`src/rtl/hough_pkg.sv`:
```
// hough_pkg: shared widths, sequencer state encoding and job config record (rev 1.0).
`default_nettype none
package hough_pkg;
   localparam int DIM_W  = 10;
   localparam int THR_W  = 8;
   localparam int ADDR_W = 17;
   localparam int DATA_W = 8;

   typedef enum logic [2:0] {
      S_IDLE      = 3'd0,
      S_LOAD      = 3'd1,
      S_KICK      = 3'd2,
      S_WAIT_LOW  = 3'd3,
      S_WAIT_HIGH = 3'd4,
      S_DONE      = 3'd5,
      S_ABORT     = 3'd6
   } state_t;

   typedef struct packed {
      logic [DIM_W-1:0] width;
      logic [DIM_W-1:0] height;
      logic [THR_W-1:0] threshold;
      logic [DIM_W-1:0] rho;
   } cfg_t;
endpackage
`default_nettype wire

```
`src/rtl/hough_bram_wr_stage.sv`:
```
// hough_bram_wr_stage: pixel address counter plus one-cycle registered BRAM write (rev 1.0).
`default_nettype none
module hough_bram_wr_stage
   import hough_pkg::*;
(
   input  logic              clk,
   input  logic              rst,
   input  logic              clr,
   input  logic              beat,
   input  logic [DATA_W-1:0] pixel,
   output logic [ADDR_W-1:0] count,
   output logic              we,
   output logic [ADDR_W-1:0] addr,
   output logic [DATA_W-1:0] data
);

   always_ff @(posedge clk) begin
      if (!rst) begin
         count <= '0;
         we    <= 1'b0;
         addr  <= '0;
         data  <= '0;
      end else begin
         we <= beat;
         if (beat) begin
            addr <= count;
            data <= pixel;
         end
         // Counter only moves on accepted beats, so valid gaps never skip addresses.
         if (clr)
            count <= '0;
         else if (beat)
            count <= count + 1'b1;
      end
   end

endmodule
`default_nettype wire

```
`src/rtl/hough_load_seq.sv`:
```
// hough_load_seq: loads one image into the core BRAM, kicks the core and tracks completion (rev 1.0).
// Optional HOUGH_LOAD_CHECKSUM_EN adds csum_o, the mod-2^16 sum of accepted pixels.
`default_nettype none
module hough_load_seq
   import hough_pkg::*;
#(
   parameter int BRAM_DEPTH      = 131072,
   parameter int START_TIMEOUT   = 16,
   parameter int CORE_RST_CYCLES = 4
) (
   input  logic              clk,
   input  logic              rst,
   input  logic [DIM_W-1:0]  cfg_width_i,
   input  logic [DIM_W-1:0]  cfg_height_i,
   input  logic [THR_W-1:0]  cfg_threshold_i,
   input  logic [DIM_W-1:0]  cfg_rho_i,
   input  logic              cmd_start_i,
   input  logic              abort_i,
   output logic              cmd_busy_o,
   output logic              cmd_done_o,
   output logic              err_o,
   input  logic              pix_valid_i,
   input  logic [DATA_W-1:0] pix_data_i,
   output logic              pix_ready_o,
   output logic [ADDR_W-1:0] bram_addr_o,
   output logic [DATA_W-1:0] bram_data_o,
   output logic              bram_we_o,
   output logic [DIM_W-1:0]  core_width_o,
   output logic [DIM_W-1:0]  core_height_o,
   output logic [THR_W-1:0]  core_threshold_o,
   output logic [DIM_W-1:0]  core_rho_o,
   output logic              core_start_o,
   input  logic              core_ready_i,
   output logic              core_reset_o
`ifdef HOUGH_LOAD_CHECKSUM_EN
   ,
   output logic [15:0]       csum_o
`endif
);

   localparam int TOT_W = 2 * DIM_W;

   state_t            state, state_nx;
   cfg_t              cfg;
   logic [TOT_W-1:0]  total, total_in;
   logic [15:0]       tmr;
   logic [ADDR_W-1:0] count;
   logic              err, core_rst, beat, accept_start, cfg_bad, last_beat;

   assign total_in     = TOT_W'(cfg_width_i) * TOT_W'(cfg_height_i);
   assign cfg_bad      = (cfg_width_i == '0) || (cfg_height_i == '0) ||
                         (32'(total_in) > BRAM_DEPTH);
   assign accept_start = (state == S_IDLE) && cmd_start_i;
   assign beat         = pix_valid_i && (state == S_LOAD);
   assign last_beat    = beat && (TOT_W'(count) == total - 1'b1);

   always_ff @(posedge clk) begin
      if (!rst)
         state <= S_IDLE;
      else
         state <= state_nx;
   end

   always_comb begin
      state_nx = state;
      case (state)
         S_IDLE:      if (cmd_start_i) state_nx = cfg_bad ? S_DONE : S_LOAD;
         S_LOAD:      if (last_beat) state_nx = S_KICK;
         S_KICK:      state_nx = S_WAIT_LOW;
         S_WAIT_LOW: begin
            if (!core_ready_i)
               state_nx = S_WAIT_HIGH;
            else if (tmr == 16'(START_TIMEOUT - 1))
               state_nx = S_DONE;
         end
         S_WAIT_HIGH: if (core_ready_i) state_nx = S_DONE;
         S_DONE:      state_nx = S_IDLE;
         S_ABORT:     if (tmr == 16'(CORE_RST_CYCLES - 1)) state_nx = S_IDLE;
         default:     state_nx = S_IDLE;
      endcase
      if (abort_i && (state != S_IDLE))
         state_nx = S_ABORT;
   end

   // tmr restarts on every state change; it times both the start timeout and the abort reset.
   always_ff @(posedge clk) begin
      if (!rst) begin
         cfg      <= '0;
         total    <= '0;
         err      <= 1'b0;
         tmr      <= '0;
         core_rst <= 1'b1;
      end else begin
         core_rst <= (state_nx == S_ABORT);
         tmr      <= (state_nx != state) ? '0 : tmr + 1'b1;
         if (accept_start) begin
            cfg   <= '{width: cfg_width_i, height: cfg_height_i,
                       threshold: cfg_threshold_i, rho: cfg_rho_i};
            total <= total_in;
            err   <= cfg_bad;
         end else if ((state == S_WAIT_LOW) && (state_nx == S_DONE)) begin
            err <= 1'b1;
         end
      end
   end

   hough_bram_wr_stage u_wr (
      .clk   (clk),
      .rst   (rst),
      .clr   (accept_start),
      .beat  (beat),
      .pixel (pix_data_i),
      .count (count),
      .we    (bram_we_o),
      .addr  (bram_addr_o),
      .data  (bram_data_o)
   );

`ifdef HOUGH_LOAD_CHECKSUM_EN
   logic [15:0] csum;
   always_ff @(posedge clk) begin
      if (!rst)
         csum <= '0;
      else if (accept_start)
         csum <= '0;
      else if (beat)
         csum <= csum + 16'(pix_data_i);
   end
   assign csum_o = csum;
`endif

   assign cmd_busy_o       = (state != S_IDLE);
   assign cmd_done_o       = (state == S_DONE);
   assign pix_ready_o      = (state == S_LOAD);
   assign core_start_o     = (state == S_KICK);
   assign core_reset_o     = core_rst;
   assign err_o            = err;
   assign core_width_o     = cfg.width;
   assign core_height_o    = cfg.height;
   assign core_threshold_o = cfg.threshold;
   assign core_rho_o       = cfg.rho;

endmodule
`default_nettype wire

```
`config.mk`:
```
export PLATFORM = sky130hd
export DESIGN_NAME = hough_load_seq
export DESIGN_NICKNAME = d
export VERILOG_FILES = /design/src/rtl/hough_pkg.sv /design/src/rtl/hough_bram_wr_stage.sv /design/src/rtl/hough_load_seq.sv
export SDC_FILE = /design/constraint.sdc
export NUM_CORES = 1
export LEC_CHECK = 0
export CAP_MARGIN = 20
export CORE_MARGIN = 3
export CORE_UTILIZATION = 51
export CTS_BUF_LIST = sky130_fd_sc_hd__clkbuf_8 sky130_fd_sc_hd__clkbuf_16
export CTS_CLUSTER_DIAMETER = 30
export DETAILED_ROUTE_END_ITERATION = 8
export HOLD_SLACK_MARGIN = 0.06
export PLACE_DENSITY = 0.74
export SLEW_MARGIN = 20
export SYNTH_ARGS = -nofsm -noshare
export SYNTH_HDL_FRONTEND = slang
export SYNTH_SLANG_ARGS = --single-unit
```
`constraint.sdc`:
```
create_clock -name clk -period 7.2 [get_ports clk]
set_input_delay 1.08 -clock clk [delete_from_list [all_inputs] [get_ports clk]]
set_output_delay 1.08 -clock clk [all_outputs]
set_load 0.005 [all_outputs]
```
# Word-level counts from Yosys, hierarchy flattened
# Index checks and enable logic that the tools add are counted.
# classes
n_addsub,3
mul,1
n_lt_le_gt_ge,1
eq_ne,12
muxes,11
bitwise,1
n_reduce_logical,14
# ops
op,n
two-way mux 3 bit,8
equality test 17 x 20 -> 1 bit,1
"greater-than comparator 20 x 18 -> 1 bit, second input constant",1
zero test 10 bit,2
multiplier 10 x 10 -> 20 bit,1
"subtractor 20 x 1 -> 20 bit, second input constant",1
one-hot mux 3 bit (6 select lines),1
"adder 17 x 1 -> 17 bit, second input constant",1
"adder 16 x 1 -> 16 bit, second input constant",1
"equality test 16 x 2 -> 1 bit, second input constant",1
"equality test 16 x 4 -> 1 bit, second input constant",1
"equality test 3 bit, second input constant",5
"equality test 3 x 2 -> 1 bit, second input constant",2
logical AND 1 bit,5
OR reduction 2 bit,2
"equality test 3 x 1 -> 1 bit, second input constant",1
zero test 3 bit,1
inequality test 3 bit,1
nonzero test 3 bit,1
logical OR 1 bit,2
two-way mux 1 bit,2
nonzero test 2 bit,1
NOT 1 bit,1
# totals
register_bits,122
output_inout_bits,70
wordCells,56

# Longest topological paths before layout
# Gate-level depths: netlist of run 1.
# logic_depth
depth_word,11
mapped_depth,22
depth_no_buf,21

# By module
# A second synthesis of run 1 with hierarchy kept.
# unflattened
hier_cells,1041
hier_area_um2,8926.1
# modules_own_cells
module,n_inst,cells_each,area_each_um2,seq_area_each_um2
hough_load_seq,1,873,7213.2,1581.5
hough_bram_wr_stage,1,168,1712.9,860.8

# Least setup slack after synthesis of run 1
# No wires, ideal clock.
# synth_timing
path_kind,input-to-reg
start,input cfg_height_i[3]
end,register err (netlist: err_o)
t_arrival_ps,6419
t_required_ps,7060
path_slack_ps,641
cell_stages,21
path_buffers,1
cell_sequence,clkbuf_1 > nand2_1 > fa_1 > inv_1 > fa_1 > inv_1 > fa_1 > inv_1 > fa_1 > inv_1 > fa_1 > inv_1 > ha_1 > a21oi_1 > o211ai_1 > a41oi_1 > xor2_1 > or3b_1 > o41a_1 > o41ai_1 > o21ai_0
# synth_via
elab_chain_len,10
# synth_rtl
element,line_no,text
from (decl),hough_load_seq.sv:14,"input logic [DIM_W-1:0] cfg_height_i,"
multiplier 10 x 10 -> 20 bit / zero test 10 bit (equally long branches),"hough_load_seq.sv:50, hough_load_seq.sv:51",
greater-than comparator 20 x 18 -> 1 bit / logical OR 1 bit (equally long branches),"hough_load_seq.sv:52, hough_load_seq.sv:51",
logical OR 1 bit (*),hough_load_seq.sv:51,assign cfg_bad = (cfg_width_i == '0) || (cfg_height_i == '0) ||
two-way mux 3 bit (2 in series),hough_load_seq.sv:67,S_IDLE: if (cmd_start_i) state_nx = cfg_bad ? S_DONE : S_LOAD;
one-hot mux 3 bit (6 select lines),hough_load_seq.sv:66,case (state)
two-way mux 3 bit,hough_load_seq.sv:81,if (abort_i && (state != S_IDLE))
equality test 3 bit,hough_load_seq.sv:101,end else if ((state == S_WAIT_LOW) && (state_nx == S_DONE)) begin
logical AND 1 bit,hough_load_seq.sv:101,
nonzero test 2 bit (no line),-,
to (signal assigned),hough_load_seq.sv:100,err <= cfg_bad;
to (decl),hough_load_seq.sv:48,"logic err, core_rst, beat, accept_start, cfg_bad, last_beat;"
# Every way passes the cells marked *; elsewhere a longest branch is shown, timed or not.
# A chain may end at the register's enable or synchronous reset.

# Worst setup path in the final report of run 1
# layout_timing
start,input cfg_width_i[5]
end,register err (netlist: err_o)
# layout_via
elab_chain_len,10
# layout_rtl
element,line_no,text
from (decl),hough_load_seq.sv:13,"input logic [DIM_W-1:0] cfg_width_i,"
multiplier 10 x 10 -> 20 bit / zero test 10 bit (equally long branches),"hough_load_seq.sv:50, hough_load_seq.sv:51",
greater-than comparator 20 x 18 -> 1 bit / logical OR 1 bit (equally long branches),"hough_load_seq.sv:52, hough_load_seq.sv:51",
logical OR 1 bit (*),hough_load_seq.sv:51,
two-way mux 3 bit (2 in series),hough_load_seq.sv:67,
one-hot mux 3 bit (6 select lines),hough_load_seq.sv:66,
two-way mux 3 bit,hough_load_seq.sv:81,
equality test 3 bit,hough_load_seq.sv:101,
logical AND 1 bit,hough_load_seq.sv:101,
nonzero test 2 bit (no line),-,
# Marks and branches as above.

==> results.tsv, run 1 <==
metric	value	unit
synth_xor_xnor_area_share	6.40	%
r2r_setup_slack	3940	ps
p_comb_share	52.0	%
syn_nets	1239	
syn_area_per_cell	8.34	um2
synth-simple-area-share	24.0	%
dp_slack	-88.6	ps
vias	7585	
numCtsBuffers	17	
synthCells	1067	
final_core_util	65.3	%
ant_nets	0	
hp-class	register to register	
swShare	39.9	%
grt_max_degree	64	
antenna_found_initial	0	
worst_ep_required_time	7470	ps
sequentialPowerShare	23.7	%
synthMuxAreaShare	0.351	%
synth_enable_flop_cells	0	
drv_cap	0	
finClkSkew	10.2	ps
dieArea	19100	um2
dr.pass1.iters	7	
clock_sinks	122	
grt_usage	22.1	%
postSynth.asyncResetShare	0	%
grt_overflow	0	
cts_root_buf	clkbuf_16	
worst_pin_slew	1100	ps
post-dp-hpwl	15.7	mm
powerDensity	330	nW/um2
grt_pass1_wl	35.5	mm
coreArea	16800	um2
p_int	2180	uW
clk_latency	420	ps
clockPowerShare	24.3	%
drt-total-wl	21.0	mm
rows	47	
final_cells	1411	
start_util	52.9	%
vias_per_cell	5.38	
path_clk_slew	60	ps
r2r-start	total[5]$_SDFFE_PN0P_	
crit_path_start_kind	input pin	
worstHoldStart	u_wr.addr[12]$_SDFFE_PN0P_	
synth_top_family_by_area	simple AND/OR/NAND/NOR gates	
cp.arrival	7140	ps
finalCritPeriodShare	95.3	%
fin_area	11000	um2
status	completed	
grt_setup_unrepaired	no	
slew_violations	0	
placed_area	10400	um2
drc	0	
r2r_end	tmr[5]$_SDFF_PP0_	
timing.final.ws_setup	337	ps
synth-seq-cells	122	
die_w	138	um
hold_buffers	0	
worstSetupEndpointType	register	
leakage	0.00453	uW
drtIter0Drc	462	
setup_viol	0	
cts_max_level	4	
layout-drive-gt1-share	6.55	%
synth_compound_area_share	13.9	%
die_h	138	um
synthFlopType	dfxtp_1	
io_buffers	121	
grt_pass1_vias	7136	
crit_fanout	5	
path_class	input pin to register	
relSlewSlack	26.5	%
gp_congestion	0.868	
nets	1350	
clockBufferDepth	2	
synth_adder_area_share	22.1	%
area_growth	23.5	%
yosysSeqAreaShare	27.4	%
peakVddDrop	0.000201	V
hold_viol_final	0	
whs_path_depth	2	
clock.fmax	146	MHz
synth_area	8900	um2
io_pins	122	
synthDistinctLibCells	60	
ys.warnings.count	0	
avgRoutedWirePerCell	14.9	um
post_cts_buffers	0	
cts.repair.resized	0	
ff2ff_path_depth	9	
min_period	6860	ps
power_switching	1450	uW
cts_tree	done	
post-place-cells	1379	
hold_end	u_wr.addr[12]$_SDFFE_PN0P_	
power	3630	uW
antenna_cells	0	
-- power by group through the flow --
stage	Sequential, uW	Combinational, uW	Clock (uW)
CTS	858	1910	899
global placement	869	1870	0
finish	859	1890	882
detailed placement	872	1890	0
floorplan	842	1380	0
global route	873	2140	928
-- how the worst max path moves through the flow --
stage / start / end / slack, ps / cells past startpoint
global route: cfg_height_i[6] / err_o$_SDFFE_PN0P_ / 7 / 20
global placement: cfg_height_i[6] / err_o$_SDFFE_PN0P_ / 30 / 20
floorplan: cfg_height_i[3] / err_o$_SDFFE_PN0P_ / 640 / 21
finish: cfg_width_i[5] / err_o$_SDFFE_PN0P_ / 340 / 21
detailed placement: cfg_height_i[6] / err_o$_SDFFE_PN0P_ / -90 / 20
CTS: cfg_width_i[5] / err_o$_SDFFE_PN0P_ / 350 / 21
-- cell families after synthesis --
kind of cell             count (synthesis)
multiplexers                             3
flip-flops                             122
AND/OR/NAND/NOR                        449
XOR/XNOR                                65
AO/OA/AOI/OAI                          176
buffers and inverters                  132
adder cells (fa/ha/maj)                120
-- placed cells by master, fill, tap and decap left out, types with 6 or more instances in the layout --
| cell type | n |
|---|---|
| nand2_1 | 224 |
| dfxtp_1 | 122 |
| clkdlybuf4s50_1 | 120 |
| a21boi_0 | 78 |
| and2_1 | 74 |
| inv_1 | 73 |
| fa_1 | 62 |
| nor2_1 | 60 |
| ha_1 | 58 |
| xnor2_1 | 36 |
| buf_4 | 32 |
| xor2_1 | 29 |
| a21oi_1 | 25 |
| o21ai_0 | 24 |
| nand3_1 | 18 |
| nand4_1 | 18 |
| clkbuf_16 | 17 |
| nor3_1 | 11 |
| a21o_1 | 9 |
| and3_1 | 6 |
| nor4_1 | 6 |
-- cells in the mapped netlist, types with 25 or more instances --
| library cell | number | area, um2 |
|---|---|---|
| a21boi_0 | 78 | 586 |
| nor2_1 | 60 | 225 |
| ha_1 | 58 | 726 |
| a21oi_1 | 25 | 125 |
| clkbuf_1 | 58 | 218 |
| dfxtp_1 | 122 | 2440 |
| fa_1 | 62 | 1240 |
| inv_1 | 71 | 267 |
| xnor2_1 | 36 | 315 |
| and2_1 | 75 | 469 |
| nand2_1 | 225 | 845 |
| xor2_1 | 29 | 254 |
-- layer usage --
| metal | routed length (um) | vias up | GRT usage (%) |
|---|---|---|---|
| li1 | - | 3737 | - |
| met1 | 10000 | 3593 | 30.9 |
| met2 | 9410 | 227 | 34.6 |
| met3 | 1190 | 28 | 5.25 |
| met4 | 332 | 0 | 6.24 |
| met5 | 0 | - | 0 |
-- stage by stage --
step	setup TNS (ps)	hold slack [ps]
after floorplan	0	430
after global placement	0	442
after detailed placement	-105	460
after CTS	0	468
after global routing	0	483
final	0	464
-- sequential cells by signal (all words and copies together) (netlist names) --
signal	cells
err_o	1
core_threshold_o	8
tmr	16
core_width_o	10
u_wr.addr	17
core_height_o	10
core_reset_o	1
u_wr.count	17
u_wr.data	8
core_rho_o	10
total	20
u_wr.we	1
state	3
-- critical path, cell delays in order --
cell	delay, ps
clkdlybuf4s50_1	590
nand2_1	120
fa_1	560
inv_1	60
fa_1	500
inv_1	50
fa_1	470
inv_1	50
fa_1	540
inv_1	60
fa_1	520
inv_1	40
ha_1	340
a21oi_1	200
o211ai_1	190
a41oi_1	280
xor2_1	200
or3b_1	370
o41a_1	370
o41ai_1	400
o21ai_0	130
-- final cells by class --
class | instances | area (um2)
clock buffers | 20 | 467
clock inverters | 12 | 148
fillers | 1458 | 5830
inverters | 71 | 267
multi-input cells | 813 | 5940
flip-flops and latches | 122 | 2440
well taps | 220 | 275
repair buffers | 153 | 1450
(Power assumes the default switching activity.)
==> run 2, diff against run 1 <==
Settings changed: CORE_UTILIZATION 51 to 34, PLACE_DENSITY 0.74 to 0.53.
==> run 2 against run 1 <==
Compared with the run above: die area increased by 48%; setup slack better by 45 ps; combinational power rose by 4%; register-to-register slack got worse by 120 ps; design area is 1.6% higher; global-route usage shrank 5.5 points; hold slack got worse by 3.8 ps; cell count is 8.2% higher; sequential power about the same; sequential share of layout area fell by 0.35 points; critical path type unchanged; largest cell class unchanged; highest routed layer unchanged.
==> results.tsv, run 2 (same netlist as run 1, synthesis figures left out) <==
metric	value	unit	change
worstSetupEndpointType	register		
path_class	input pin to register		
avgRoutedWirePerCell	15.1	um	+1.4%
post-place-cells	1495		+8.4%
post_cts_buffers	0		unchanged
relSlewSlack	29.3	%	+2.8 points
io_pins	122		unchanged
crit_path_start_kind	input pin		
dr.pass1.iters	5		-2
dp_slack	-71.4	ps	+17.2 ps
layout-drive-gt1-share	7.27	%	+0.72 points
worst_pin_slew	1060	ps	-44.7 ps
min_period	6820	ps	-45.0 ps
critPathMaxStageDelay	700	ps	+110 ps
grt_pass1_wl	38.5	mm	+8.6%
nets	1356		+0.44%
path_clk_slew	60	ps	about the same
clk_latency	420	ps	about the same
multi_input_area	5950	um2	+0.11%
post-dp-hpwl	17.4	mm	+11%
setup_viol	0		unchanged
status	completed		
vias_per_cell	4.88		-9.2%
crit_top_cell	fa_1		
antenna_found_initial	0		unchanged
drv_cap	0		unchanged
largest_reg_flops	20		unchanged
peakVddDrop	0.000203	V	+0.72%
die_w	168	um	+21%
reg_top3	total x20, u_wr.addr x17, u_wr.count x17		
cts_tree	done		
cts_max_level	4		unchanged
largest_register	total		
io_buffers	121		unchanged
area_growth	25.5	%	
final_common_cell	nand2_1		
cp_top_family	adder cells		
timing.final.ws_setup	382	ps	+45.0 ps
setup_tns	0	ps	unchanged
final_cells	1527		+8.2%
slew_violations	0		unchanged
grt_pass1_vias	7389		+3.5%
drtIter0Drc	295		-36%
leakage	0.00456	uW	+0.67%
antenna_cells	0		unchanged
powerDensity	332	nW/um2	+0.51%
start_util	34.9	%	-18 points
hold_buffers	0		unchanged
cp.arrival	7090	ps	-50 ps
vias	7455		-1.7%
dieArea	28200	um2	+48%
drc	0		unchanged
gp_congestion	0.826		-4.9%
coreArea	25500	um2	+51%
grt_max_degree	65		+1.6%
cp_num_buf_inv	4		-2
finClkSkew	9.33	ps	-0.843 ps
hold_viol_final	0		unchanged
seq_area	2440	um2	unchanged
grt_setup_unrepaired	no		
die_h	168	um	+21%
clockBufferDepth	2		unchanged
clock.fmax	147	MHz	+0.66%
crit_fanout	8		+3
crit_slowest_cell	clkdlybuf4s50_1		
cts_root_buf	clkbuf_16		
ant_nets	0		unchanged
hp-class	register to register		
rows	58		+23%
grt_usage	16.7	%	-5.5 points
clock_sinks	122		unchanged
grt_overflow	0		unchanged
worst_ep_required_time	7470	ps	about the same
num-fill-cells	2575		+77%
cp_cell_sequence	clkdlybuf4s50_1 -> nand2_1 -> fa_1 -> fa_1 -> inv_1 -> fa_1 -> fa_1 -> inv_1 -> fa_1 -> inv_1 -> ha_1 -> a21oi_1 -> a21boi_0 -> or2_1 -> xnor2_1 -> nand4_1 -> or3b_1 -> o41a_1 -> o41ai_1 -> o21ai_0		
r2r_setup_slack	3820	ps	-120 ps
finalCritPeriodShare	94.7	%	-0.62 points
final_cell_mix	nand2_1, dfxtp_1, clkdlybuf4s50_1		
numCtsBuffers	17		unchanged
drt-total-wl	23.0	mm	+9.8%
## run 2: cell count changes in the layout (fill, tap and decap cells not counted), sizes merged
cell	delta
dlymetal6s2s	+1
buf	+6
clkinv	+1
inv	+3
clkdlybuf4s50	-1
bufinv	-1
clkbuf	-2
clkinvlp	-1
## run 2: power breakdown
part | total [uW] | internal, uW | leakage, uW | switching, uW
sequential | 856 | 765 | 0.000992 | 90.2
combinational | 1970 | 885 | 0.00328 | 1090
clock | 873 | 527 | 0.000290 | 345
total | 3700 | 2180 | 0.00456 | 1530
## run 2: path summary, 6_finish.rpt
check / start / depth (start not counted) / end
max: cfg_width_i[4] / 20 / err_o$_SDFFE_PN0P_
min reg2reg: u_wr.addr[0]$_SDFFE_PN0P_ / 2 / u_wr.addr[0]$_SDFFE_PN0P_
max reg2reg: total[0]$_SDFFE_PN0P_ / 10 / tmr[10]$_SDFF_PP0_
min: u_wr.addr[0]$_SDFFE_PN0P_ / 2 / u_wr.addr[0]$_SDFFE_PN0P_
## run 2: layout make-up
cell class | instances | share of cell area [%]
multi-input combinational | 813 | 53.3
clock inverter | 14 | 1.45
inverter | 71 | 2.39
tap | 330 | 3.70
clock buffer | 18 | 3.93
timing repair buffer | 159 | 13.4
sequential | 122 | 21.9
## run 2: worst register-to-register path: stages (launching register included)
cell      delay, ps
dfxtp_1         360
inv_1            80
ha_1            250
nor4b_2         890
nand4_1         190
mux2_2          320
a211o_1         270
nor4_4          430
o211ai_2        170
nand4_4         240
nor2_1           80
## run 2: routing by layer
| metal | vias up | track usage [%] | part of all wire, % |
|---|---|---|---|
| li1 | 3750 | - | - |
| met5 | - | 0 | 0 |
| met1 | 3569 | 22.8 | 48 |
| met3 | 18 | 3.08 | 3.6 |
| met4 | 0 | 3.95 | 1.2 |
| met2 | 118 | 27.5 | 47 |
## run 2: repair_timing
item | 4_1_cts | 5_1_grt
gates resized for setup | 0 | 1
endpoints found under the setup margin | 0 | 1
hold endpoints to repair | 0 | 0
## run 2: per-stage QoR
stage | hold WS [ps] | power (uW) | util [%] | cell area, um2
floorplan | 430 | 2220 | - | 8900
global placement | 450 | 2860 | 41.5 | 10600
detailed placement | 458 | 2860 | 41.5 | 10600
CTS | 466 | 3770 | 43.8 | 11200
global route | 480 | 4050 | 43.8 | 11200
finish | 460 | 3700 | 43.8 | 11200
==> run 3, diff against run 2 <==
Settings changed: PLACE_DENSITY 0.53 to not set.
==> run 3 against run 2 <==
Compared with the run above: clock power is 1% lower; fmax decreased by 0.65%; design area decreased by 0.34%; cell count fell by 0.33%; flip-flop and latch count unchanged; sequential share of layout area increased by 0.074 points; highest routed layer unchanged; total power down 0.62%; count of clock-buffer cells in the layout fell by 1; sequential power is essentially flat; critical endpoint unchanged; via count decreased by 0.71%; global-route usage decreased by 0.80 points; non-clock buffer count is 3 lower.
==> results.tsv, run 3 (same netlist as run 1, synthesis figures left out) <==
metric	value	unit	change
cp.arrival	7130	ps	+40 ps
critPathMaxStageDelay	590	ps	-110 ps
cts_max_level	4		unchanged
dieArea	28200	um2	unchanged
area_growth	25.0	%	
crit_path_start_kind	input pin		
setup_viol	0		unchanged
nets	1353		-0.22%
leakage	0.00453	uW	-0.66%
clock_sinks	122		unchanged
rows	58		unchanged
clock.fmax	146	MHz	-0.65%
vias_per_cell	4.86		-0.38%
cts_root_buf	clkbuf_16		
worstHoldStart	u_wr.addr[8]$_SDFFE_PN0P_		
clockPowerShare	23.4	%	-0.2 points
grt_pass1_vias	7205		-2.5%
hold_viol_final	0		unchanged
post-dp-hpwl	17.0	mm	-2.6%
io_pins	122		unchanged
antenna_cells	0		unchanged
cp_cell_sequence	clkdlybuf4s50_1 -> nand2_1 -> fa_1 -> inv_1 -> fa_1 -> inv_1 -> fa_1 -> inv_1 -> fa_1 -> inv_1 -> fa_1 -> inv_1 -> ha_1 -> a21oi_1 -> o211ai_1 -> a41oi_1 -> xor2_1 -> or3b_1 -> o41a_1 -> o41ai_2 -> o21ai_0		
worst_pin_slew	997	ps	-60.9 ps
drc	0		unchanged
dr.pass1.iters	5		unchanged
cts_tree	done		
powerDensity	331	nW/um2	-0.29%
path_clk_slew	60	ps	about the same
avgRoutedWirePerCell	14.6	um	-3.3%
die_h	168	um	unchanged
io_buffers	121		unchanged
power_switching	1490	uW	-2.5%
peakVddDrop	0.000222	V	+9.3%
path_class	input pin to register		
vias	7402		-0.71%
startpoint	cfg_height_i[2]		
cts.repair.resized	0		unchanged
reg_top3	total x20, u_wr.addr x17, u_wr.count x17		
final_common_cell	nand2_1		
start_util	34.9	%	unchanged
ant_nets	0		unchanged
hp-class	register to register		
coreArea	25500	um2	unchanged
clk_latency	420	ps	about the same
sequentialPowerShare	23.2	%	about the same
slew_violations	0		unchanged
worstSetupEndpointType	register		
finClkSkew	14.3	ps	+4.94 ps
hold_buffers	0		unchanged
r2r-start	total[0]$_SDFFE_PN0P_		
largest_reg_flops	20		unchanged
layout-drive-gt1-share	6.96	%	-0.31 points
hold_ws	458	ps	-1.57 ps
p_int	2190	uW	+0.66%
finalCritPeriodShare	95.3	%	+0.62 points
drt-total-wl	22.2	mm	-3.6%
grt_overflow	0		unchanged
gp_congestion	0.860		+4.2%
grt_usage	15.9	%	-0.80 points
relSlewSlack	33.3	%	+4.1 points
crit_slowest_cell	clkdlybuf4s50_1		
min_period	6860	ps	+44.4 ps
final_cell_mix	nand2_1, dfxtp_1, clkdlybuf4s50_1		
die_w	168	um	unchanged
drtIter0Drc	341		+16%
largest_register	total		
p_comb_share	53.4	%	about the same
r2r_setup_slack	3860	ps	+40 ps
timing.final.ws_setup	337	ps	-44.4 ps
clockBufferDepth	2		unchanged
antenna_found_initial	0		unchanged
final_core_util	43.7	%	-0.15 points
status	completed		
dp_slack	-92.0	ps	-20.6 ps
numCtsBuffers	17		unchanged
post_cts_buffers	0		unchanged
crit_fanout	5		-3
grt_pass1_wl	36.9	mm	-4.2%
drv_cap	0		unchanged
worst_ep_required_time	7460	ps	about the same
grt_max_degree	71		+9.2%
swShare	40.4	%	-0.76 points
run 3: cell count changes in the layout (fill, tap and decap cells not counted), sizes merged:
cell / previous run / this run
clkbuf: 18 / 17
buf: 39 / 36
dlymetal6s2s: 1 / 0
clkdlybuf4s50: 119 / 120
inv: 77 / 71
clkinvlp: 2 / 3
clkinv: 4 / 7
bufinv: 2 / 3
run 3: power groups by stage:
stage	combinational [uW]	clock, uW	sequential (uW)
global route	2240	909	870
floorplan	1380	0	842
detailed placement	1970	0	871
finish	1960	860	855
CTS	1990	884	856
global placement	1970	0	867
run 3: path summary, 6_finish.rpt:
path / to / cells after the start
setup / recovery: err_o$_SDFFE_PN0P_ / 21
hold / removal: u_wr.addr[8]$_SDFFE_PN0P_ / 2
setup reg to reg: tmr[4]$_SDFF_PP0_ / 11
hold reg to reg: u_wr.addr[8]$_SDFFE_PN0P_ / 2
run 3: critical path: cells and delay by family:
kind                     cells  cell delay, ps
XOR/XNOR                     1             200
AND/OR/NAND/NOR              2             470
adder cells (fa/ha/maj)      6            2910
buffers and inverters        6             850
AO/OA/AOI/OAI                6            1600
run 3: final cells by class:
class / instances / area, um2
inverters: 71 / 267
clock inverters: 13 / 155
flip-flops and latches: 122 / 2440
fillers: 2508 / 14300
clock buffers: 17 / 425
repair buffers: 156 / 1470
multi-input cells: 813 / 5960
well taps: 330 / 413
run 3: stage by stage:
step | cells | instance area [um2] | TNS [ps] | power, uW
after floorplan | 1067 | 8900 | 0 | 2220
after global placement | 1492 | 10500 | 0 | 2830
after detailed placement | 1492 | 10500 | -93.0 | 2840
after CTS | 1522 | 11100 | 0 | 3730
after global routing | 1522 | 11100 | -4.10 | 4020
final | 1522 | 11100 | 0 | 3680
run 3: routing by layer:
metal / track usage (%) / part of all wire, % / vias up
li1: - / - / 3742
met1: 21.3 / 47 / 3504
met2: 26.2 / 48 / 120
met3: 2.09 / 2.9 / 36
met4: 5.83 / 1.9 / 0
met5: 0 / 0 / -
